## src/rtl/pad_poll_scheduler.sv

```systemverilog
// rtl/pad_poll_scheduler.sv - two-port pad polling sequencer sharing one serial engine
module pad_poll_scheduler #(
  parameter logic [15:0] GAP_CYCLES     = 16'd5000,
  parameter logic [19:0] TIMEOUT_CYCLES = 20'd200000,
  parameter logic [3:0]  RST_CYCLES     = 4'd4
) (
  input  logic        clk,
  input  logic        rst_n,
  input  logic        enable,
  input  logic        port1_en,
  input  logic        engine_att,
  input  logic        engine_err,
  input  logic [15:0] engine_btn,
  input  logic [31:0] engine_joy,
  input  logic [3:0]  engine_type,
  output logic        engine_start,
  output logic        engine_rst,
  output logic        port_sel,
  output logic [1:0]  port_att_n,
  output logic [15:0] btn0,
  output logic [15:0] btn1,
  output logic [31:0] joy0,
  output logic [31:0] joy1,
  output logic [3:0]  type0,
  output logic [3:0]  type1,
  output logic [1:0]  valid,
  output logic [1:0]  upd,
  output logic [7:0]  err_cnt0,
  output logic [7:0]  err_cnt1
);

  localparam logic [2:0] S_IDLE    = 3'd0;
  localparam logic [2:0] S_START   = 3'd1;
  localparam logic [2:0] S_BUSY    = 3'd2;
  localparam logic [2:0] S_CAPTURE = 3'd3;
  localparam logic [2:0] S_RECOVER = 3'd4;
  localparam logic [2:0] S_GAP     = 3'd5;

  logic [2:0]  state;
  logic [2:0]  state_nxt;
  logic [19:0] cnt;
  logic        seen_low;
  logic        busy_timeout;
  logic        gap_done;
  logic        rec_done;
  logic        enter_recover;

  // One shared counter serves BUSY timeout, RECOVER hold and GAP spacing;
  // it restarts from zero on every state change.
  assign busy_timeout  = (cnt == TIMEOUT_CYCLES - 20'd1);
  assign gap_done      = (cnt == {4'd0, GAP_CYCLES} - 20'd1);
  assign rec_done      = (cnt == {16'd0, RST_CYCLES} - 20'd1);
  assign enter_recover = (state == S_BUSY) && (state_nxt == S_RECOVER);

  // Next-state decode; error beats timeout beats completion
  always_comb begin
    state_nxt = state;
    case (state)
      S_IDLE:    if (enable) state_nxt = S_START;
      S_START:   state_nxt = S_BUSY;
      S_BUSY: begin
        if (engine_err || busy_timeout) state_nxt = S_RECOVER;
        else if (seen_low && engine_att) state_nxt = S_CAPTURE;
      end
      S_CAPTURE: state_nxt = S_GAP;
      S_RECOVER: if (rec_done) state_nxt = S_GAP;
      S_GAP:     if (gap_done) state_nxt = enable ? S_START : S_IDLE;
      default:   state_nxt = S_IDLE;
    endcase
  end

  // ATT routing: only the served port sees the engine while a transaction is live
  always_comb begin
    port_att_n = 2'b11;
    if (state == S_START || state == S_BUSY || state == S_CAPTURE)
      port_att_n[port_sel] = engine_att;
  end

  // FSM state, counter, completion tracking and engine control strobes
  always_ff @(posedge clk or negedge rst_n) begin
    if (!rst_n) begin
      state        <= S_IDLE;
      cnt          <= 20'd0;
      seen_low     <= 1'b0;
      port_sel     <= 1'b0;
      engine_start <= 1'b0;
      engine_rst   <= 1'b0;
    end else begin
      state <= state_nxt;
      if (state_nxt != state || state == S_IDLE) cnt <= 20'd0;
      else cnt <= cnt + 20'd1;
      // seen_low guards against ATT still being high right after the start pulse
      if (state == S_START) seen_low <= 1'b0;
      else if (state == S_BUSY && !engine_att) seen_low <= 1'b1;
      if (state == S_GAP && gap_done) port_sel <= port1_en ? ~port_sel : 1'b0;
      // Strobes are registered from the next state so they are glitch-free
      engine_start <= (state_nxt == S_START);
      engine_rst   <= (state_nxt == S_RECOVER);
    end
  end

  // Per-port snapshot capture, valid/update flags and failure counters
  always_ff @(posedge clk or negedge rst_n) begin
    if (!rst_n) begin
      btn0     <= 16'hFFFF;
      btn1     <= 16'hFFFF;
      joy0     <= 32'h80808080;
      joy1     <= 32'h80808080;
      type0    <= 4'd0;
      type1    <= 4'd0;
      valid    <= 2'b00;
      upd      <= 2'b00;
      err_cnt0 <= 8'd0;
      err_cnt1 <= 8'd0;
    end else begin
      upd <= 2'b00;
      if (state == S_CAPTURE) begin
        valid[port_sel] <= 1'b1;
        upd[port_sel]   <= 1'b1;
        if (port_sel) begin
          btn1  <= engine_btn;
          joy1  <= engine_joy;
          type1 <= engine_type;
        end else begin
          btn0  <= engine_btn;
          joy0  <= engine_joy;
          type0 <= engine_type;
        end
      end
      // A failed transaction invalidates the port but keeps its last snapshot
      if (enter_recover) begin
        valid[port_sel] <= 1'b0;
        if (port_sel) begin
          if (err_cnt1 != 8'hFF) err_cnt1 <= err_cnt1 + 8'd1;
        end else begin
          if (err_cnt0 != 8'hFF) err_cnt0 <= err_cnt0 + 8'd1;
        end
      end
    end
  end

endmodule

```

## config.mk

```make
export PLATFORM = sky130hd
export DESIGN_NAME = pad_poll_scheduler
export DESIGN_NICKNAME = d
export VERILOG_FILES = /design/src/rtl/pad_poll_scheduler.sv
export SDC_FILE = /design/constraint.sdc
export NUM_CORES = 1
export LEC_CHECK = 0
export BUFFER_PORTS_ARGS = -buffer_cell sky130_fd_sc_hd__buf_2
export CAP_MARGIN = 20
export CORE_MARGIN = 10
export CORE_UTILIZATION = 50
export DETAILED_ROUTE_END_ITERATION = 10
export MAX_ROUTING_LAYER = met4
export PLACE_DENSITY_LB_ADDON = 0.08
export REMOVE_ABC_BUFFERS = 1
export SETUP_SLACK_MARGIN = 0.1
export SKIP_LAST_GASP = 1
export SYNTH_ARGS = -nofsm -noshare
export SYNTH_HDL_FRONTEND = slang
export SYNTH_SLANG_ARGS = --single-unit
```

## constraint.sdc

```tcl
create_clock -name clk -period 3.5 [get_ports clk]
set_input_delay 0.7 -clock clk [delete_from_list [all_inputs] [get_ports clk]]
set_output_delay 0.7 -clock clk [all_outputs]
set_load 0.005 [all_outputs]
```

==> results of run 1 <==
sequential cells by signal (all words and copies together), names as in the netlist, 2 cells and up, named ones only:
register / cells
type1: 4
upd: 2
btn1: 16
err_cnt0: 8
err_cnt1: 8
btn0: 16
cnt: 20
type0: 4
joy1: 32
joy0: 32
state: 3
critical path: stages (launching register included):
cell and delay (ns):
dfrtp_1 0.41, ha_1 0.24, nand2_1 0.14, or4_4 0.55, o21ba_1 0.41, or3_4 0.49, mux2_4 0.30
power by group:
part           internal, µW  leakage (µW)  switching (µW)
sequential             2210       0.00170             237
clock                  1270      0.000310             668
combinational           704       0.00166             651
total                  4180       0.00366            1560
per-layer routing:
layer	wire [µm]	vias up	track usage, %	part of all wire, %
met3	1055	17	5.034	6.5
met4	168	0	5.379	1.0
li1	-	2309	-	-
met1	6840	2427	22.82	42
met5	0	-	-	0
met2	8131	160	31.37	50
synthesized netlist by cell type (2+ instances only):
| cell type | instances |
|---|---|
| and3_1 | 3 |
| dfrtp_1 | 111 |
| buf_2 | 2 |
| nor4_1 | 11 |
| nand4_1 | 6 |
| and4_1 | 2 |
| nor2b_1 | 3 |
| ha_1 | 3 |
| dfstp_2 | 40 |
| and2_1 | 3 |
| inv_1 | 4 |
| nor3b_1 | 3 |
| nor4_2 | 3 |
| nand3_1 | 19 |
| mux2_2 | 58 |
| xor2_1 | 17 |
| a21oi_1 | 5 |
| buf_1 | 5 |
| o22a_1 | 2 |
| xnor2_1 | 10 |
| nand2b_1 | 2 |
| o21ai_0 | 8 |
| a211oi_1 | 2 |
| nor3_1 | 26 |
| nand2_1 | 178 |
| clkbuf_1 | 18 |
| nor2_1 | 10 |
cell families after synthesis:
kind of cell / Yosys count / synth area share, %
mux: 59 / 10.56
simple gates: 278 / 20.20
compound gates: 24 / 2.432
flops: 151 / 60.49
xor+xnor: 27 / 3.736
buf+inv: 31 / 1.996
fa+ha+maj: 3 / 0.5931
how the worst min path moves through the flow:
stage	startpoint	to	slack (ns)	depth (start not counted)
detailed placement	joy1[31]$_DFFE_PN1P_	joy1[31]$_DFFE_PN1P_	0.45	2
finish	rst_n	joy1[24]$_DFFE_PN0P_	0.41	1
floorplan	rst_n	async pin	0.40	0
global placement	btn1[5]$_DFFE_PN1P_	btn1[5]$_DFFE_PN1P_	0.44	2
CTS	joy1[31]$_DFFE_PN1P_	joy1[31]$_DFFE_PN1P_	0.46	2
global route	engine_joy[13]	joy1[13]$_DFFE_PN0P_	0.47	3
area by class of cell:
| cell class | instances | area [µm²] | share of cell area, % |
|---|---|---|---|
| Clock buffer | 24 | 491.7 | 6.075 |
| Sequential cell | 151 | 3829 | 47.30 |
| Multi-Input combinational cell | 391 | 2387 | 29.49 |
| Timing Repair Buffer | 194 | 1010 | 12.47 |
| Tap cell | 172 | 215.2 | 2.659 |
| Inverter | 5 | 18.77 | 0.2319 |
| Clock inverter | 8 | 142.6 | 1.762 |
metrics by stage:
stage | setup TNS, ns | setup slack [ns] | cell area, µm² | util [%] | total power, µW
final | 0 | 0.8483 | 8094 | 64.66 | 5739
after global routing | 0 | 0.6401 | 8094 | 64.66 | 6050
after CTS | 0 | 0.8322 | 8094 | 64.66 | 5803
after detailed placement | 0 | 0.8442 | 7460 | 59.60 | 3868
after global placement | 0 | 0.8931 | 7460 | 59.60 | 3813
after floorplan | -3.972 | -0.09220 | 6222 | - | 3169
==> flow_metrics.env, run 1 <==
export IMPL_status="finished clean"
export IMPL_cts_hold_buf=0
export IMPL_yosysUniqueCellTypes=46
export IMPL_clock_sinks=151
export IMPL_cts_max_level=4
export IMPL_drt_pass1_iter_count=5
export IMPL_drt_iter0_drc=333
export IMPL_grt_overflow=0
export IMPL_rows=41
export IMPL_clock_path_buffers=2
export IMPL_cts_buffers=17
export IMPL_yosysTopAreaCellShare_pct=43.88
export IMPL_drive_gt1_share_pct=43.08
export IMPL_min_period_over_period_pct=75.76
export IMPL_startpoint_type="register"
export IMPL_post_cts_resized=0
export IMPL_nFillCells=1046
export IMPL_avgSynthCellArea_um2=11.05
export IMPL_worst_pin_slew_ns=1.035
export IMPL_io_pins=187
export IMPL_crit_end="err_cnt1[1]$_DFFE_PN0P_"
export IMPL_place_gp_congestion=0.8300
export IMPL_synth_cells=573
export IMPL_antenna_cells=0
export IMPL_synth_edff_count=0
export IMPL_insertion_delay_ns=0.41
export IMPL_io_buffers=186
export IMPL_fin_skew_ns=0.005906
export IMPL_arrival_ns=2.95
export IMPL_worstRegToRegCells=6
export IMPL_viasPerCell=5.199
export IMPL_initial_core_util_pct=50.57
export IMPL_grt_use_total_pct=19.11
export IMPL_critPathLaunch="cnt[0]$_DFF_PN0_"
export IMPL_cts_root_buffer="clkbuf_16"
export IMPL_hold_violations=0
export IMPL_final_cells=945
export IMPL_r2r_slack_ns=0.85
export IMPL_area_growth_pct=27.87
export IMPL_antenna_found_initial=0
export IMPL_num_nets_final=821
export IMPL_synth_seq_cells=151
export IMPL_grt_pass1_wl_mm=26.47
export IMPL_ir_drop_mv=0.3524
export IMPL_worstPathMaxFanout=16
export IMPL_relSlewSlack_pct=31.01
export IMPL_die_area_mm2=0.01756
export IMPL_synth_top_area_cell="dfrtp_1"
export IMPL_vias=4913
export IMPL_final_max_slew_viol_count=0
export IMPL_fin_hold_ws_ns=0.4136
export IMPL_async_reset_ff_share_pct=100.0
export IMPL_setup_viol=0
export IMPL_required_ns=3.80
export IMPL_drc_errors=0
export IMPL_crit_type="register to register"
export IMPL_synth_flop_cell="dfrtp_1"
export IMPL_tritoncts="done"
export IMPL_power_density_mw_per_mm2=709.0
export IMPL_dp_cells=913
export IMPL_drtAntennaViolNets=0
export IMPL_layout_commonest_cell="buf_2"
export IMPL_synthesis_area_mm2=0.006330
export IMPL_p_leak_uw=0.003665
export IMPL_place_hpwl_mm=11.73
export IMPL_ys_seq_area_share_pct=60.49
export IMPL_cp_end_kind="register"
export IMPL_clk_pin_slew_ns=0.06
export IMPL_grt_setup_unrepaired="no"
export IMPL_hold_path_class="input pin to async pin"
export IMPL_dieHeight_um=132.5
export IMPL_r2r_end="err_cnt1[1]$_DFFE_PN0P_"
export IMPL_grt_pass1_vias=4940
export IMPL_max_freq_mhz=377.1
export IMPL_layout_cells_most_common_list="185 x buf_2, 178 x nand2_1, 111 x dfrtp_1"
export IMPL_min_period_ns=2.652
export IMPL_grt_max_degree=116
export IMPL_post_cts_setup_buffer_count=0
export IMPL_cap_violations=0
export IMPL_yosys_warnings=0
export IMPL_drt_wl_total_mm=16.20
export IMPL_wl_per_cell_um=17.14
export IMPL_coreArea_mm2=0.01252
export IMPL_dieWidth_um=132.5
export IMPL_synth_area_leaders="dfrtp_1 44%, dfstp_2 17%, nand2_1 11%, mux2_2 10%, xor2_1 2.4%"
export IMPL_rr_startpoint="cnt[0]$_DFF_PN0_"
(Power assumes the default switching activity.)
==> run 2, diff against run 1 <==
Clock period 3.5 ns to 2.5 ns, I/O delays scaled along.
==> run 2 against run 1 <==
Non-clock buffer count up 12. Combinational power up 44%. Utilization up 1.1 points. Flip-flop and latch count unchanged. Sequential share of layout area down 0.77 points. Via count up 0.85%. Clock-buffer cell count down 3. Hold slack worse by 0.32 ns. Sequential power up 40%. Clock skew up 0.00077 ns. Critical path type unchanged. Highest routed layer unchanged.
==> flow_metrics.env, run 2 (synthesis results as in run 1) <==
export IMPL_layout_cells_most_common_list="185 x buf_2, 178 x nand2_1, 111 x dfrtp_1"
export IMPL_dieWidth_um=132.5
export IMPL_max_stage_delay_ns=0.54
export IMPL_cts_max_level=4
export IMPL_worst_pin_slew_ns=0.5989
export IMPL_min_period_over_period_pct=91.38
export IMPL_crit_type="register to register"
export IMPL_grt_pass1_vias=5206
export IMPL_drc_errors=0
export IMPL_use_met1_pct=22.98
export IMPL_grt_overflow=0
export IMPL_relSlewSlack_pct=60.08
export IMPL_reg_top3="joy0 (32), joy1 (32), cnt (20)"
export IMPL_busiest_layer="met2"
export IMPL_wl_per_cell_um=17.27
export IMPL_critPathTopFamily="simple AND/OR/NAND/NOR gates"
export IMPL_required_ns=2.80
export IMPL_viasPerCell=5.178
export IMPL_crit_path_top_delay_cell="or4_4"
export IMPL_antenna_cells=0
export IMPL_final_area_mm2=0.008228
export IMPL_hold_violations=0
export IMPL_clock_sinks=151
export IMPL_grt_setup_unrepaired="no"
export IMPL_p_leak_uw=0.003730
export IMPL_grt_pass1_wl_mm=27.27
export IMPL_arrival_ns=2.58
export IMPL_io_pins=187
export IMPL_drive_gt1_share_pct=44.46
export IMPL_coreArea_mm2=0.01252
export IMPL_utilization_pct=65.73
export IMPL_cap_violations=0
export IMPL_io_buffers=186
export IMPL_clock_path_buffers=2
export IMPL_cp_end_kind="register"
export IMPL_antenna_found_initial=0
export IMPL_startpoint_type="register"
export IMPL_crit_chain="ha_1 -> nand2_1 -> or4_4 -> o21ba_4 -> or3_4 -> mux2_4"
export IMPL_layout_commonest_cell="buf_2"
export IMPL_tritoncts="done"
export IMPL_status="finished clean"
export IMPL_r2r_slack_ns=0.22
export IMPL_ir_drop_mv=0.4056
export IMPL_worstPathMaxFanout=12
export IMPL_drt_wl_total_mm=16.53
export IMPL_grt_use_total_pct=19.57
export IMPL_min_period_ns=2.284
export IMPL_grt_use_met3_pct=5.413
export IMPL_drtAntennaViolNets=0
export IMPL_hold_path_class="input pin to async pin"
export IMPL_dieHeight_um=132.5
export IMPL_die_area_mm2=0.01756
export IMPL_fin_skew_ns=0.006678
export IMPL_num_nets_final=833
export IMPL_place_gp_congestion=0.8593
export IMPL_cts_hold_buf=0
export IMPL_path_buf_inv=0
export IMPL_max_freq_mhz=437.7
export IMPL_setup_viol=0
export IMPL_vias=4955
export IMPL_area_growth_pct=29.99
export IMPL_power_density_mw_per_mm2=985.0
export IMPL_cts_buffers=17
export IMPL_rows=41
export IMPL_clk_pin_slew_ns=0.06
export IMPL_cts_root_buffer="clkbuf_16"
export IMPL_insertion_delay_ns=0.41
export IMPL_grt_max_degree=66
export IMPL_use_met2_pct=31.92
export IMPL_drt_pass1_iter_count=6
export IMPL_final_max_slew_viol_count=0
export IMPL_drt_iter0_drc=425
export IMPL_post_dp_cell_area_mm2=0.007567
export IMPL_initial_core_util_pct=50.57
export IMPL_place_hpwl_mm=12.11
==> run 2: cell types whose count changed in the layout (fill, tap and decap cells not counted), sizes merged <==
| cell | delta |
|---|---|
| clkinvlp | +2 |
| buf | +12 |
| clkbuf | -3 |
| inv | +1 |
==> run 2: area by class of cell <==
type	count	area, µm²
fill	1039	4289
inverter	5	18.77
clock inverter	11	170.2
multi-input combinational	391	2400
sequential	151	3829
clock buffer	21	470.5
tap	172	215.2
timing repair buffer	206	1125
==> run 2: timing repair <==
action,in CTS,in global routing
setup endpoints to repair,23,26
setup buffers,0,1
endpoints found under the hold margin,0,0
gates resized for setup,1,2
==> run 2: worst reg2reg max path, stage by stage (launching register included) <==
cell	delay [ns]
dfrtp_1	0.39
ha_1	0.18
nand2_1	0.08
or4_4	0.54
o21ba_4	0.28
or3_4	0.41
mux2_4	0.30
==> run 2: layer usage <==
layer  wire, µm  part of all wire (%)
met1       6993                    42
met2       8297                    50
met3        961                   5.8
met4        280                   1.7
met5          0                     0
==> run 2: final timing paths <==
kind                                     start                      end  depth (start not counted)
max                           cnt[0]$_DFF_PN0_  err_cnt1[1]$_DFFE_PN0P_                          6
min                                      rst_n      joy1[0]$_DFFE_PN0P_                          1
max reg2reg                   cnt[0]$_DFF_PN0_  err_cnt1[1]$_DFFE_PN0P_                          6
min reg2reg                btn1[5]$_DFFE_PN1P_      btn1[5]$_DFFE_PN1P_                          2
max in group asynchronous                rst_n      btn1[5]$_DFFE_PN1P_                          2
min in group clk                 engine_btn[1]      btn1[1]$_DFFE_PN1P_                          3
==> run 2: power by group <==
part | internal [µW] | switching [µW]
clock network | 1750 | 964
logic | 1020 | 934
registers | 3100 | 333
total | 5870 | 2230
==> run 2: stage by stage <==
step                      TNS, ns  instances  hold slack, ns  power (µW)  setup slack, ns
after global placement          0        924          0.4444        5385          0.08126
final                           0        957         0.09259        8104           0.2155
after CTS                       0        956         0.08966        8204           0.1276
after detailed placement        0        924          0.4479        5461          0.05927
after global routing            0        957          0.1115        8537           0.1201
after floorplan            -77.53        547          0.2044        4437           -1.092
==> run 3, diff against run 2 <==
Settings changed: CORE_UTILIZATION 50 to 47.
Clock period 2.5 ns to 2.1 ns, I/O delays scaled along.
==> run 3 against run 2 <==
Clock skew up 0.0014 ns. Hold slack better by 0.11 ns. Clock power up 13%. Flip-flop and latch count unchanged. Largest power group unchanged. Via count up 4.5%. The flow now finishes with violations (setup timing). First-iteration DRC count down 3.3%. Global-route usage down 0.71 points. Combinational power up 48%. Register-to-register slack worse by 0.29 ns. Sequential power up 18%. Utilization up 1.6 points. Cell count up 5.3%.
==> flow_metrics.env, run 3 (synthesis results as in run 1) <==
export IMPL_status="finished with violations"
export IMPL_failed_checks="setup timing"
export IMPL_num_nets_final=880
export IMPL_relSlewSlack_pct=64.60
export IMPL_clock_path_buffers=2
export IMPL_required_ns=2.40
export IMPL_arrival_ns=2.48
export IMPL_dp_cells=958
export IMPL_worst_pin_slew_ns=0.5278
export IMPL_nFillCells=1028
export IMPL_worstPathMaxFanout=5
export IMPL_dieHeight_um=136.1
export IMPL_reg_top3="joy0 (32), joy1 (32), cnt (20)"
export IMPL_crit_path_top_delay_cell="or4_4"
export IMPL_antenna_cells=0
export IMPL_cts_root_buffer="clkbuf_16"
export IMPL_critPathTopFamily="simple AND/OR/NAND/NOR gates"
export IMPL_layout_commonest_cell="buf_2"
export IMPL_clk_pin_slew_ns=0.06
export IMPL_cts_buffers=17
export IMPL_fin_skew_ns=0.008099
export IMPL_rr_startpoint="cnt[1]$_DFF_PN0_"
export IMPL_die_area_mm2=0.01851
export IMPL_crit_chain="ha_2 -> nand2_2 -> or4_4 -> o21ba_4 -> or3_4 -> mux2_4"
export IMPL_crit_type="register to register"
export IMPL_cts_max_level=4
export IMPL_layout_cells_most_common_list="184 x buf_2, 177 x nand2_1, 109 x dfrtp_1"
export IMPL_utilization_pct=67.32
export IMPL_post_dp_cell_area_mm2=0.007823
export IMPL_power_density_mw_per_mm2=1126
export IMPL_cap_violations=0
export IMPL_clock_sinks=151
export IMPL_place_hpwl_mm=12.47
export IMPL_antenna_found_initial=0
export IMPL_drt_wl_total_mm=17.67
export IMPL_io_buffers=186
export IMPL_area_growth_pct=40.84
export IMPL_drt_iter0_drc=411
export IMPL_final_area_mm2=0.008915
export IMPL_grt_overflow=0
export IMPL_setup_viol=24
export IMPL_max_freq_mhz=460.6
export IMPL_pre_cts_slack_ns=-0.1927
export IMPL_io_pins=187
export IMPL_dieWidth_um=136.1
export IMPL_drt_pass1_iter_count=4
export IMPL_hold_violations=0
export IMPL_drc_errors=0
export IMPL_insertion_delay_ns=0.42
export IMPL_cp_end_kind="register"
export IMPL_p_leak_uw=0.004060
export IMPL_r2r_slack_ns=-0.07
export IMPL_grt_setup_unrepaired="yes"
export IMPL_viasPerCell=5.135
export IMPL_grt_pass1_wl_mm=27.05
export IMPL_tritoncts="done"
export IMPL_fin_ws_ns=-0.07129
export IMPL_path_buf_inv=0
export IMPL_startpoint_type="register"
export IMPL_wl_per_cell_um=17.53
export IMPL_min_period_ns=2.171
export IMPL_final_max_slew_viol_count=0
export IMPL_coreArea_mm2=0.01324
export IMPL_ir_drop_mv=0.6243
export IMPL_final_cells=1008
export IMPL_critPathLaunch="cnt[1]$_DFF_PN0_"
export IMPL_grt_use_total_pct=18.86
export IMPL_max_stage_delay_ns=0.55
export IMPL_vias=5176
export IMPL_drive_gt1_share_pct=51.20
export IMPL_grt_pass1_vias=5150
export IMPL_grt_max_degree=50
export IMPL_drtAntennaViolNets=0
export IMPL_initial_core_util_pct=47.80
export IMPL_hold_path_class="input pin to register"
export IMPL_place_gp_congestion=0.8752
export IMPL_min_from="engine_btn[2]"
export IMPL_min_period_over_period_pct=103.4
export IMPL_rows=42
[run 3: cell types whose count changed in the layout (fill, tap and decap cells not counted), moves of 6 or more]
cell,delta
buf_6,+11
buf_4,+32
nor4_4,+6
nor3_2,+12
nor3_1,-14
[run 3: final timing paths]
check / cells after the start / endpoint
max: 6 / err_cnt1[1]$_DFFE_PN0P_
min: 3 / btn1[2]$_DFFE_PN1P_
max reg2reg: 6 / err_cnt1[1]$_DFFE_PN0P_
min reg2reg: 2 / btn1[5]$_DFFE_PN1P_
max in group asynchronous: 3 / err_cnt1[5]$_DFFE_PN0P_
min in group asynchronous: 2 / joy0[30]$_DFFE_PN0P_
[run 3: metal layers]
layer,GRT usage [%],vias up,part of all wire [%]
met1,22.61,2572,42
met4,5.976,0,1.2
met5,-,-,0
met3,5.351,19,7.4
met2,30.24,165,49
li1,-,2420,-
[run 3: power breakdown]
group	total, µW	leakage, µW	switching, µW	internal (µW)
clock	3070	0.000303	1130	1940
sequential	4060	0.00169	373	3690
combinational	2910	0.00206	1370	1530
[run 3: layout make-up]
| type | instances | area, µm² | area share, % |
|---|---|---|---|
| Inverter | 5 | 18.77 | 0.2105 |
| Tap cell | 176 | 220.2 | 2.470 |
| Timing Repair Buffer | 252 | 1549 | 17.38 |
| Sequential cell | 151 | 3831 | 42.98 |
| Clock inverter | 5 | 55.05 | 0.6175 |
| Multi-Input combinational cell | 392 | 2684 | 30.11 |
| Clock buffer | 27 | 556.8 | 6.246 |
[run 3: metrics by stage]
stage | setup TNS (ns) | hold WS, ns | power [µW]
2_1_floorplan | -130.45 | 0.1244 | 5282
3_3_place_gp | -3.208 | 0.3870 | 6511
3_5_place_dp | -4.424 | 0.3931 | 6594
4_1_cts | -2.472 | 0.1805 | 9832
5_1_grt | -2.640 | 0.1865 | 10560
6_report | -1.044 | 0.1984 | 10040
[run 3: what timing repair did]
| action | 4_1_cts | 5_1_grt |
|---|---|---|
| setup endpoints to repair | 37 | 43 |
| pin swaps | 6 | 19 |
| gates cloned | 2 | 3 |
| gates resized for setup | 23 | 50 |
| setup buffers | 6 | 6 |
| hold endpoints to repair | 26 | 0 |
| hold buffers | 1 | 0 |
[run 3: worst register-to-register path, cell delays in order (launching register included)]
cell and delay [ns]:
dfrtp_1 0.35, ha_2 0.19, nand2_2 0.05, or4_4 0.55, o21ba_4 0.26, or3_4 0.35
mux2_4 0.30
